--- config.mk ---
export PLATFORM = sky130hd
export DESIGN_NAME = cpu_param
export DESIGN_NICKNAME = d
export VERILOG_FILES = /design/src/rtl/cpu_param.sv
export SDC_FILE = /design/constraint.sdc
export NUM_CORES = 1
export LEC_CHECK = 0
export ABC_AREA = 1
export CORE_MARGIN = 3
export CORE_UTILIZATION = 49
export CTS_CLUSTER_DIAMETER = 150
export DETAILED_ROUTE_END_ITERATION = 8
export HOLD_SLACK_MARGIN = 0.03
export PLACE_DENSITY = 0.68
export SLEW_MARGIN = 10
export SYNTH_ARGS = -nofsm -noshare
export SYNTH_HDL_FRONTEND = slang
export SYNTH_SLANG_ARGS = --single-unit
--- constraint.sdc ---
create_clock -name clk -period 10.5 [get_ports clk]
set_input_delay 2.625 -clock clk [delete_from_list [all_inputs] [get_ports clk]]
set_output_delay 2.625 -clock clk [all_outputs]
set_load 0.01 [all_outputs]
--- src/rtl/cpu_param.sv ---
// Parametrised single-cycle processor core: 16 registers, external async-read ROM,
// memory-mapped style I/O ports, return-address stack with sticky overflow/underflow halt.
module cpu_param #(
    parameter int DATA_W      = 8,
    parameter int NREGS       = 16,
    parameter int NPORTS      = 4,
    parameter int PC_W        = 10,
    parameter int STACK_DEPTH = 8
) (
    input  logic                     clk,
    input  logic                     reset,
    output logic [PC_W-1:0]          imem_addr,
    input  logic [15:0]              imem_data,
    input  logic [NPORTS*DATA_W-1:0] in_ports,
    output logic [NPORTS*DATA_W-1:0] out_ports,
    output logic                     halted,
    output logic                     stack_err
);
    localparam int SP_W = $clog2(STACK_DEPTH + 1);

    logic [PC_W-1:0]   pc_q, pc_d;
    logic              z_q, z_d;
    logic [SP_W-1:0]   sp_q, sp_d;
    logic              halted_q, halted_d;
    logic              err_q, err_d;
    logic [DATA_W-1:0] regs_q  [NREGS];
    logic [DATA_W-1:0] regs_d  [NREGS];
    logic [DATA_W-1:0] out_q   [NPORTS];
    logic [DATA_W-1:0] out_d   [NPORTS];
    logic [PC_W-1:0]   stack_q [STACK_DEPTH];
    logic [PC_W-1:0]   stack_d [STACK_DEPTH];
    logic [DATA_W-1:0] in_arr  [NPORTS];

    generate
        for (genvar gi = 0; gi < NPORTS; gi++) begin : g_ports
            assign in_arr[gi]                      = in_ports[gi*DATA_W +: DATA_W];
            assign out_ports[gi*DATA_W +: DATA_W] = out_q[gi];
        end
    endgenerate

    assign imem_addr = pc_q;
    assign halted    = halted_q;
    assign stack_err = err_q;

    logic [3:0]        opcode, ra_idx, rb_idx, rd_idx;
    logic [DATA_W-1:0] ra_val, rb_val, alu_res, in_val;
    logic [PC_W-1:0]   pc_inc, target, ret_addr;
    logic              stack_full, stack_empty;

    always_comb begin
        opcode      = imem_data[15:12];
        ra_idx      = imem_data[11:8];
        rb_idx      = imem_data[7:4];
        rd_idx      = imem_data[3:0];
        ra_val      = regs_q[ra_idx];
        rb_val      = regs_q[rb_idx];
        pc_inc      = pc_q + PC_W'(1);
        target      = imem_data[PC_W-1:0];
        stack_full  = (sp_q == SP_W'(STACK_DEPTH));
        stack_empty = (sp_q == '0);

        unique case (imem_data[14:12])
            3'b000:  alu_res = ra_val;
            3'b001:  alu_res = ~ra_val;
            3'b010:  alu_res = ra_val + rb_val;
            3'b011:  alu_res = ra_val - rb_val;
            3'b100:  alu_res = ra_val & rb_val;
            3'b101:  alu_res = ra_val | rb_val;
            3'b110:  alu_res = -ra_val;
            default: alu_res = -rb_val;
        endcase

        // Out-of-range port indices read as zero rather than aliasing
        in_val = '0;
        for (int p = 0; p < NPORTS; p++) begin
            if (imem_data[11:4] == p[7:0]) in_val = in_arr[p];
        end

        ret_addr = '0;
        for (int i = 0; i < STACK_DEPTH; i++) begin
            if (sp_q == SP_W'(i + 1)) ret_addr = stack_q[i];
        end
    end

    always_comb begin
        pc_d     = pc_q;
        z_d      = z_q;
        sp_d     = sp_q;
        halted_d = halted_q;
        err_d    = err_q;
        regs_d   = regs_q;
        out_d    = out_q;
        stack_d  = stack_q;

        if (!halted_q) begin
            pc_d = pc_inc;
            if (!opcode[3]) begin
                z_d = (alu_res == '0);
                if (rd_idx != 4'd0) regs_d[rd_idx] = alu_res;
            end else begin
                unique case (opcode[2:0])
                    3'b000: if (rd_idx != 4'd0) regs_d[rd_idx] = DATA_W'(imem_data[11:4]);
                    3'b001: if (rd_idx != 4'd0) regs_d[rd_idx] = in_val;
                    3'b010: begin
                        for (int p = 0; p < NPORTS; p++) begin
                            if (imem_data[7:0] == p[7:0]) out_d[p] = ra_val;
                        end
                    end
                    3'b011: pc_d = target;
                    3'b100: if (z_q) pc_d = target;
                    3'b101: if (!z_q) pc_d = target;
                    3'b110: begin
                        if (stack_full) begin
                            pc_d     = pc_q;
                            err_d    = 1'b1;
                            halted_d = 1'b1;
                        end else begin
                            for (int i = 0; i < STACK_DEPTH; i++) begin
                                if (sp_q == SP_W'(i)) stack_d[i] = pc_inc;
                            end
                            sp_d = sp_q + SP_W'(1);
                            pc_d = target;
                        end
                    end
                    default: begin
                        if (ra_idx == 4'h0) begin
                            if (stack_empty) begin
                                pc_d     = pc_q;
                                err_d    = 1'b1;
                                halted_d = 1'b1;
                            end else begin
                                sp_d = sp_q - SP_W'(1);
                                pc_d = ret_addr;
                            end
                        end else if (ra_idx == 4'h1) begin
                            pc_d     = pc_q;
                            halted_d = 1'b1;
                        end
                    end
                endcase
            end
        end
    end

    always_ff @(posedge clk) begin
        if (reset) begin
            pc_q     <= '0;
            z_q      <= 1'b0;
            sp_q     <= '0;
            halted_q <= 1'b0;
            err_q    <= 1'b0;
            for (int i = 0; i < NREGS; i++)       regs_q[i]  <= '0;
            for (int i = 0; i < NPORTS; i++)      out_q[i]   <= '0;
            for (int i = 0; i < STACK_DEPTH; i++) stack_q[i] <= '0;
        end else begin
            pc_q     <= pc_d;
            z_q      <= z_d;
            sp_q     <= sp_d;
            halted_q <= halted_d;
            err_q    <= err_d;
            regs_q   <= regs_d;
            out_q    <= out_d;
            stack_q  <= stack_d;
        end
    end
endmodule

### Yosys cells after proc, flatten, opt, wreduce, memory -nomap -nowiden

Cells that the tools add are included.

| cells by class | value |
|---|---|
| $add $sub $neg | 7 |
| bitwise gates (word level) | 10 |
| order comparisons | 4 |
| eq/ne operators | 30 |
| muxes and demuxes | 52 |
| reductions and logical operators | 30 |

Operators by type and width:

| kind | number |
|---|---|
| 128-bit 2-to-1 mux | 4 |
| 128-bit bitwise mux | 3 |
| 128-bit case mux with 2 select lines | 1 |
| 10-bit 2-to-1 mux | 15 |
| 8-bit 2-to-1 mux | 9 |
| 8-bit binary-select mux with 4-bit select | 2 |
| 8-bit case mux with 7 select lines | 1 |
| 10-bit case mux with 5 select lines | 1 |
| 5-bit AND reduction | 9 |
| 8-bit demux with 4-bit select | 1 |
| 8-bit by 2-bit == test with 1-bit output (second input constant) | 4 |
| 8-bit zero test | 3 |
| 4-bit AND reduction | 5 |
| 4-bit by 3-bit == test with 1-bit output (second input constant) | 4 |
| 8-bit by 1-bit == test with 1-bit output (second input constant) | 2 |
| 8-bit by 4-bit != test with 1-bit output (second input constant) | 2 |
| 8-bit negation | 2 |
| 5-bit >= comparator (second input constant) | 3 |
| 4-bit inverter with 5-bit output | 3 |
| 4-bit 2-to-1 mux | 3 |
| 6-bit AND reduction | 2 |
| 10-bit by 1-bit adder with 10-bit output (second input constant) | 1 |
| 3-bit == test (second input constant) | 3 |
| 1-bit 2-to-1 mux | 9 |
| other kinds (28) | 41 |

| word-level totals | value |
|---|---|
| output and inout port bits | 44 |
| input bits | 50 |
| register bits after elaboration | 257 |
| logic and storage cells | 166 |

### Logic depth before layout (Yosys ltp)

Gate-level depths: netlist of run 1.

| depth | value |
|---|---|
| depth in word-level cells | 13 |
| depth in mapped cells | 33 |
| gate-level depth less buffers | 32 |

### Worst setup path after synthesis of run 1

Ideal clock, no wire load.

| timing | value |
|---|---|
| path type | input to register |
| start point | input port imem_data[4] |
| end point | register regs_q[102] (netlist name) |
| path slack | 4.732 ns |
| stages | 29 |
| arrival time | 5.646 ns |
| data required time | 10.378 ns |
| setup time | 0.122 ns |
| path buffers | 3 |
| cells stage by stage | buf_6 inv_6 buf_6 nand2_4 o21ai_0 inv_1 nand4_1 nand3_1 nand2_1 inv_2 ha_1 inv_1 nand2_1 o21ai_0 inv_1 fa_1 inv_1 nand3_1 nand2_1 nand2_1 nand2_1 a21oi_1 o21ai_0 a21oi_1 a21oi_1 nand4_1 nand2_2 buf_6 a21oi_2 |

| between the ends | value |
|---|---|
| word-level cells in the longest chain between the ends | 9 |
| elaborated cells on any way between the ends | 24 |
| classes of those cells | add/sub (3); eq/ne (3); mux (14); bitwise (3); reduce/logical (1) |

Ends and longest elaborated chain:

| what | RTL line | text |
|---|---|---|
| start, declared | 13 | `input logic [15:0] imem_data,` |
| 4-bit inverter with 5-bit output (not written as such) / 8-bit zero test (equally long branches) | 56, 76 |  |
| 8-bit binary-select mux with 4-bit select / 8-bit 2-to-1 mux (equally long branches) | 56, 76 |  |
| 8-bit 2-to-1 mux (on tied branches) (2 in series) | 56, 76 |  |
| 8-bit negation, or another cell as far along | 70 | `default: alu_res = -rb_val;` |
| 8-bit case mux with 7 select lines / 128-bit bitwise mux (equally long branches) | 62, 103 |  |
| 128-bit bitwise mux / 128-bit 2-to-1 mux (equally long branches) | 99, 103 |  |
| 128-bit 2-to-1 mux / 128-bit case mux with 2 select lines (equally long branches) | 99, 101 |  |
| 128-bit 2-to-1 mux (*) | 97 | `if (!opcode[3]) begin` |
| end signal, assigned | 161 | `regs_q <= regs_d;` |
| end, declared | 26 | `logic [DATA_W-1:0] regs_q [NREGS];` |

Mark *: on every way between the ends. The rest lies on a longest branch, timed or not. The select of a mux whose other input is x is not followed.
A chain may end at the register's enable or synchronous reset.

### Worst setup path after layout of run 1

| timing | value |
|---|---|
| start point | input port imem_data[5] |
| end point | register regs_q[2] (netlist name) |

The elaborated chain is that of the path after synthesis.

==> results.json, run 1 <==
{
  "hold_class": "register to register",
  "yosys-top-cells-area": "dfxtp_1 33%, nand2_1 13%, a21oi_1 10%",
  "area_growth_syn_to_layout_pct": 11.4,
  "drv_cap": 0,
  "max_stage_delay_ns": 1.34,
  "cp_max_fo": 16,
  "antenna_left": 0,
  "status": "complete, no violations",
  "finalWorstSetupSlack_ns": 2.81,
  "dpl_worst_slack_ns": 2.49,
  "setup_viol": 0,
  "crit_path_top_delay_cell": "clkdlybuf4s50_1",
  "drive_gt1_frac": 0.0836,
  "synthCells": 2411,
  "cts_made_buffers": 29,
  "met2_usage": 0.521,
  "fin_cells": 2835,
  "wl_per_cell_um": 21.4,
  "diodes": 0,
  "die_h_um": 185,
  "fin_skew_ns": 0.0229,
  "cts_root_buf": "clkbuf_16",
  "reg2reg_slack_ns": 6.48,
  "yosys_warnings": 0,
  "start_util": 0.506,
  "post_cts_buffers": 0,
  "ys_ff_latch": 257,
  "routed_wirelength_mm": 60.6,
  "grt_first_pass_wirelength_mm": 92.9,
  "grt_use_total": 0.345,
  "crit_chain": "clkdlybuf4s50_1 -> nand2_4 -> inv_2 -> nand2_1 -> nand4_1 -> nand3_1 -> nand2_1 -> inv_2 -> ha_1 -> inv_1 -> nand2_1 -> o21ai_0 -> inv_1 -> fa_1 -> inv_1 -> nor2_1 -> o21ai_0 -> inv_1 -> nand2_1 -> nor2_1 -> nand2_1 -> nand3_1 -> a221oi_1",
  "power_density_nw_per_um2": 143,
  "vias": 17400,
  "seq_area_frac_synth": 0.328,
  "setup.worst_path.start_class": "input port",
  "synth_cell_types": 50,
  "antenna_found_initial": 0,
  "insertion_delay_ns": 0.57,
  "cts-htree-levels": 1,
  "grt_max_degree": 185,
  "slew_headroom": 0.131,
  "fp.dieW_um": 185,
  "avgSynthCellArea_sq_um": 6.51,
  "netlist_area_sq_um": 15700,
  "clk_transition_reported_paths_ns": 0.06,
  "rsz0062_at_grt": "no",
  "finalSetupTns_ns": 0,
  "ios": 94,
  "slew_viol_final": 0,
  "fin_crit_ns": 7.69,
  "via_per_inst": 6.12,
  "dr.pass1.iters": 6,
  "core-area_sq_um": 31100,
  "p_leak_nw": 7.43,
  "die_area_sq_um": 34200,
  "post-synth-top-area-fraction": 0.328,
  "post_cts_resized": 0,
  "placed_cells": 2781,
  "hold_buffers": 0,
  "worst_slew_pin_slew_ns": 1.30,
  "cp-end-kind": "register",
  "port_buffers": 93,
  "grt_pass1_vias": 16100,
  "cp_data_arrival_time_ns": 8.14,
  "clockBufferDepth": 3,
  "fin_area_sq_um": 17500,
  "crit_top_cell": "nand2_1",
  "max_clock_freq_mhz": 130,
  "cts.sinks": 257,
  "dp_hpwl_mm": 40.5,
  "finalHoldViolCount": 0,
  "synth_area_leader_cell": "dfxtp_1",
  "gp_routability_congestion": 0.977,
  "path_class": "input port to register",
  "drt_iter0_drc": 2256,
  "required_ns": 10.96,
  "tritoncts": "yes",
  "grt.busiest_layer": "met2",
  "met1_usage": 0.470,
  "grt_use_met3": 0.0852,
  "drc": 0,
  "fp-row-count": 64,
  "placed_cell_area_sq_um": 16500,
  "grt-ovfl-total": 0,
  "syn-num-nets": 2480,
  "final_nets": 2485,
  "fin_crit_sh": 0.732,
  "peakVddDrop_mv": 0.117,
  "hold_slack_ns": 0.449
}
synthesized netlist by cell type (all sizes together):
cell	count
a211oi	7
a21oi	345
a221oi	26
a22oi	1
a311oi	1
a31oi	39
a41oi	6
and2	1
buf	68
clkbuf	69
clkinv	11
dfxtp	257
fa	1
ha	18
inv	260
nand2	559
nand3	167
nand4	19
nor2	220
nor3	3
nor4	2
o211ai	15
o21a	1
o21ai	297
o21bai	2
o221ai	7
o22ai	2
or2	2
xnor2	1
xor2	4
metrics by stage:
| step | utilization | total power [mW] |
|---|---|---|
| after detailed placement | 0.531 | 1.42 |
| final | 0.563 | 2.50 |
| after global routing | 0.563 | 2.57 |
| after global placement | 0.531 | 1.42 |
| after CTS | 0.563 | 2.48 |
| after floorplan | - | 1.29 |
cells in the final DEF (no fill, tap or decap), drive strengths merged:
| cell | netlist | layout |
|---|---|---|
| o21bai | 2 | 2 |
| nand4 | 19 | 19 |
| inv | 260 | 262 |
| o211ai | 15 | 15 |
| a211oi | 7 | 7 |
| o21ai | 297 | 297 |
| xnor2 | 1 | 1 |
| a311oi | 1 | 1 |
| a41oi | 6 | 6 |
| buf | 68 | 22 |
| a221oi | 26 | 26 |
| a31oi | 39 | 39 |
| clkbuf | 69 | 41 |
| a22oi | 1 | 1 |
| nand2 | 559 | 559 |
| a21oi | 345 | 345 |
| and2 | 1 | 1 |
| nor4 | 2 | 2 |
| or2 | 2 | 2 |
| nand3 | 167 | 167 |
| clkinv | 11 | 19 |
| ha | 18 | 18 |
| bufinv | 0 | 3 |
| o221ai | 7 | 7 |
| o22ai | 2 | 2 |
| o21a | 1 | 1 |
| xor2 | 4 | 4 |
| fa | 1 | 1 |
| nor3 | 3 | 3 |
| clkdlybuf4s50 | 0 | 89 |
| nor2 | 220 | 220 |
| dfxtp | 257 | 257 |
layout make-up:
class | count | area (sq um)
well taps | 396 | 495
clock buffers | 41 | 861
fillers | 3081 | 13600
multi-input cells | 1746 | 8760
repair buffers | 111 | 1050
inverters | 271 | 1040
flip-flops and latches | 257 | 5140
clock inverters | 13 | 154
state kept, by name, summed over array words and instances (netlist names):
register	flops
halted	1
stack_q	80
imem_addr	10
stack_err	1
out_ports	32
z_q	1
regs_q	128
sp_q	4
cells by family after synthesis:
| logic type | share of synthesized area |
|---|---|
| adder cells (fa/ha/maj) | 0.0156 |
| buffers and inverters | 0.115 |
| AND/OR/NAND/NOR | 0.274 |
| XOR/XNOR | 0.00279 |
| AO/OA/AOI/OAI | 0.265 |
| flip-flops | 0.328 |
critical path: cells and delay by family:
kind,cells,cell delay [ns]
adder cells (fa/ha/maj),2,0.70
buffers and inverters,7,2.21
AO/OA/AOI/OAI,3,0.82
AND/OR/NAND/NOR,11,1.77
layer usage:
metal	wire, um	up-vias	share of wire
met1	24400	8021	0.40
li1	-	8041	-
met2	25700	1092	0.42
met4	2740	0	0.045
met3	7730	205	0.13
met5	0	-	0
final timing paths:
path / from / to / cells past startpoint
max: imem_data[5] / regs_q[2] / 23
min: stack_q[3] / stack_q[3] / 2
max reg2reg: regs_q[64] / regs_q[2] / 22
min reg2reg: stack_q[3] / stack_q[3] / 2
report_power, final:
group	switching (mW)	internal (mW)	leakage [nW]
clock network	0.436	0.644	0.510
logic	0.297	0.110	4.85
registers	0.0154	0.992	2.08
Power figures use the tool's default switching activity.
==> inputs of run 2 (changes only) <==
--- a/config.mk
+++ b/config.mk
@@ -11,7 +11,7 @@
 export CTS_CLUSTER_DIAMETER = 150
 export DETAILED_ROUTE_END_ITERATION = 8
 export HOLD_SLACK_MARGIN = 0.03
-export PLACE_DENSITY = 0.68
+export PLACE_DENSITY = 0.7
 export SLEW_MARGIN = 10
 export SYNTH_ARGS = -nofsm -noshare
 export SYNTH_HDL_FRONTEND = slang
==> constraint.sdc (replaced) <==
create_clock -name clk -period 6.5 [get_ports clk]
set_input_delay 1.625 -clock clk [delete_from_list [all_inputs] [get_ports clk]]
set_output_delay 1.625 -clock clk [all_outputs]
set_load 0.01 [all_outputs]
==> results.json, run 2 (same netlist as run 1, synthesis figures left out) <==
{
  "status": "complete, no violations",
  "peakVddDrop_mv": 0.228,
  "antenna_left": 0,
  "seq_power_share": 0.417,
  "placed_cell_area_sq_um": 16600,
  "fp.dieW_um": 185,
  "power_density_nw_per_um2": 223,
  "hold_depth": 2,
  "required_ns": 6.91,
  "routed_wirelength_mm": 59.0,
  "path_delay_family": "simple AND/OR/NAND/NOR gates",
  "p_leak_nw": 7.47,
  "gp_routability_congestion": 1.00,
  "grt_max_degree": 135,
  "max_clock_freq_mhz": 170,
  "core-area_sq_um": 31100,
  "fill_cells": 3096,
  "start_util": 0.506,
  "grt_pass1_vias": 16000,
  "largest_register_ff_count": 128,
  "fin_skew_ns": 0.0186,
  "min_to": "regs_q[125]",
  "ios": 94,
  "path_class": "input port to register",
  "cp_data_arrival_time_ns": 6.28,
  "crit_buf_inv": 7,
  "top_register": "regs_q",
  "clockBufferDepth": 3,
  "insertion_delay_ns": 0.57,
  "cts-htree-levels": 1,
  "grt_first_pass_wirelength_mm": 90.7,
  "drive_gt1_frac": 0.0892,
  "cts_made_buffers": 29,
  "grt_use_total": 0.336,
  "clk_transition_reported_paths_ns": 0.06,
  "drv_cap": 0,
  "post_cts_resized": 0,
  "die_area_sq_um": 34200,
  "final_nets": 2507,
  "hold_class": "register to register",
  "setup.worst_path.start_class": "input port",
  "power.internal_mw": 2.71,
  "via_per_inst": 6.02,
  "clkPwrFrac": 0.412,
  "cp_max_fo": 15,
  "drt_iter0_drc": 2143,
  "min_from": "regs_q[125]",
  "reg2reg_depth": 25,
  "slew_headroom": 0.164,
  "post_cts_buffers": 0,
  "dp_hpwl_mm": 40.8,
  "diodes": 0,
  "crit_path_top_delay_cell": "nand2_2",
  "fin_area_sq_um": 17600,
  "tritoncts": "yes",
  "drc": 0,
  "worst_slew_pin_slew_ns": 1.25,
  "finalSetupTns_ns": 0,
  "cts.sinks": 257,
  "grt-ovfl-total": 0,
  "rsz0062_at_grt": "no",
  "switching_power_mw": 1.21,
  "vias": 17200,
  "slew_viol_final": 0,
  "reg2reg_slack_ns": 2.36,
  "r2r_end": "regs_q[6]",
  "comb_power_share": 0.170,
  "setup_viol": 0,
  "fp-row-count": 64,
  "wl_per_cell_um": 20.7,
  "r2r-start": "regs_q[40]",
  "area_growth_syn_to_layout_pct": 11.8,
  "antenna_found_initial": 0,
  "final_common_cell": "nand2_1",
  "port_buffers": 93,
  "fin_crit_sh": 0.904,
  "swShare": 0.308,
  "hold_buffers": 0,
  "finalHoldViolCount": 0,
  "fin_crit_ns": 5.87,
  "die_h_um": 185,
  "cts_root_buf": "clkbuf_16",
  "cp-end-kind": "register",
  "final_cell_mix": "537 x nand2_1, 324 x a21oi_1, 282 x o21ai_0",
  "dr.pass1.iters": 7,
  "crit_top_cell": "nand2_1",
  "max_stage_delay_ns": 0.54
}
==> run 2: cell types whose count changed in the layout (fill, tap and decap cells not counted), sizes merged <==
cell | before | now
bufinv | 3 | 1
clkinvlp | 0 | 2
buf | 22 | 44
clkbuf | 41 | 38
inv | 262 | 260
==> run 2: per-layer routing <==
metal  global-route usage  vias up  share of wire
li1                     -     8094              -
met1                0.470     7874           0.42
met2                0.514     1023           0.42
met3               0.0511      183           0.11
met4                0.145        0          0.050
met5                    0        -              0
==> run 2: through the flow <==
stage	power, mW	utilization	setup slack, ns	cells	hold slack [ns]
finish	3.91	0.565	0.627	2852	0.445
global route	4.04	0.565	0.270	2852	0.469
CTS	3.90	0.565	0.774	2852	0.445
detailed placement	2.31	0.536	0.197	2803	0.434
global placement	2.31	0.536	0.366	2803	0.434
floorplan	2.09	-	1.73	2411	0.416
==> run 2: how the worst max path moves through the flow <==
| stage | startpoint | endpoint | slack (ns) | depth (start not counted) |
|---|---|---|---|---|
| detailed placement | imem_data[5] | regs_q[6] | 0.20 | 27 |
| global placement | imem_data[5] | regs_q[77] | 0.37 | 26 |
| CTS | imem_data[5] | regs_q[6] | 0.77 | 27 |
| floorplan | imem_data[4] | regs_q[102] | 1.73 | 29 |
| finish | imem_data[5] | regs_q[6] | 0.63 | 27 |
| global route | imem_data[5] | regs_q[117] | 0.27 | 26 |
==> run 2: final cells by class <==
| type | instances | area (sq um) | area share |
|---|---|---|---|
| Sequential cell | 257 | 5140 | 0.293 |
| Clock buffer | 38 | 810 | 0.0461 |
| Multi-Input combinational cell | 1746 | 8760 | 0.499 |
| Tap cell | 396 | 495 | 0.0282 |
| Clock inverter | 11 | 108 | 0.00613 |
| Inverter | 271 | 1040 | 0.0590 |
| Timing Repair Buffer | 133 | 1210 | 0.0690 |
==> run 2: power groups by stage <==
| stage | combinational (mW) | sequential (mW) | clock [mW] |
|---|---|---|---|
| 6_report | 0.666 | 1.63 | 1.61 |
| 5_1_grt | 0.714 | 1.63 | 1.69 |
| 3_3_place_gp | 0.639 | 1.67 | 0 |
| 4_1_cts | 0.647 | 1.63 | 1.62 |
| 3_5_place_dp | 0.643 | 1.67 | 0 |
| 2_1_floorplan | 0.435 | 1.66 | 0 |
==> run 2: tightest hold or removal path, cell delays in order, from the launching register on <==
cell and delay [ns]:
dfxtp_1 0.32, inv_1 0.05, nor2_1 0.03
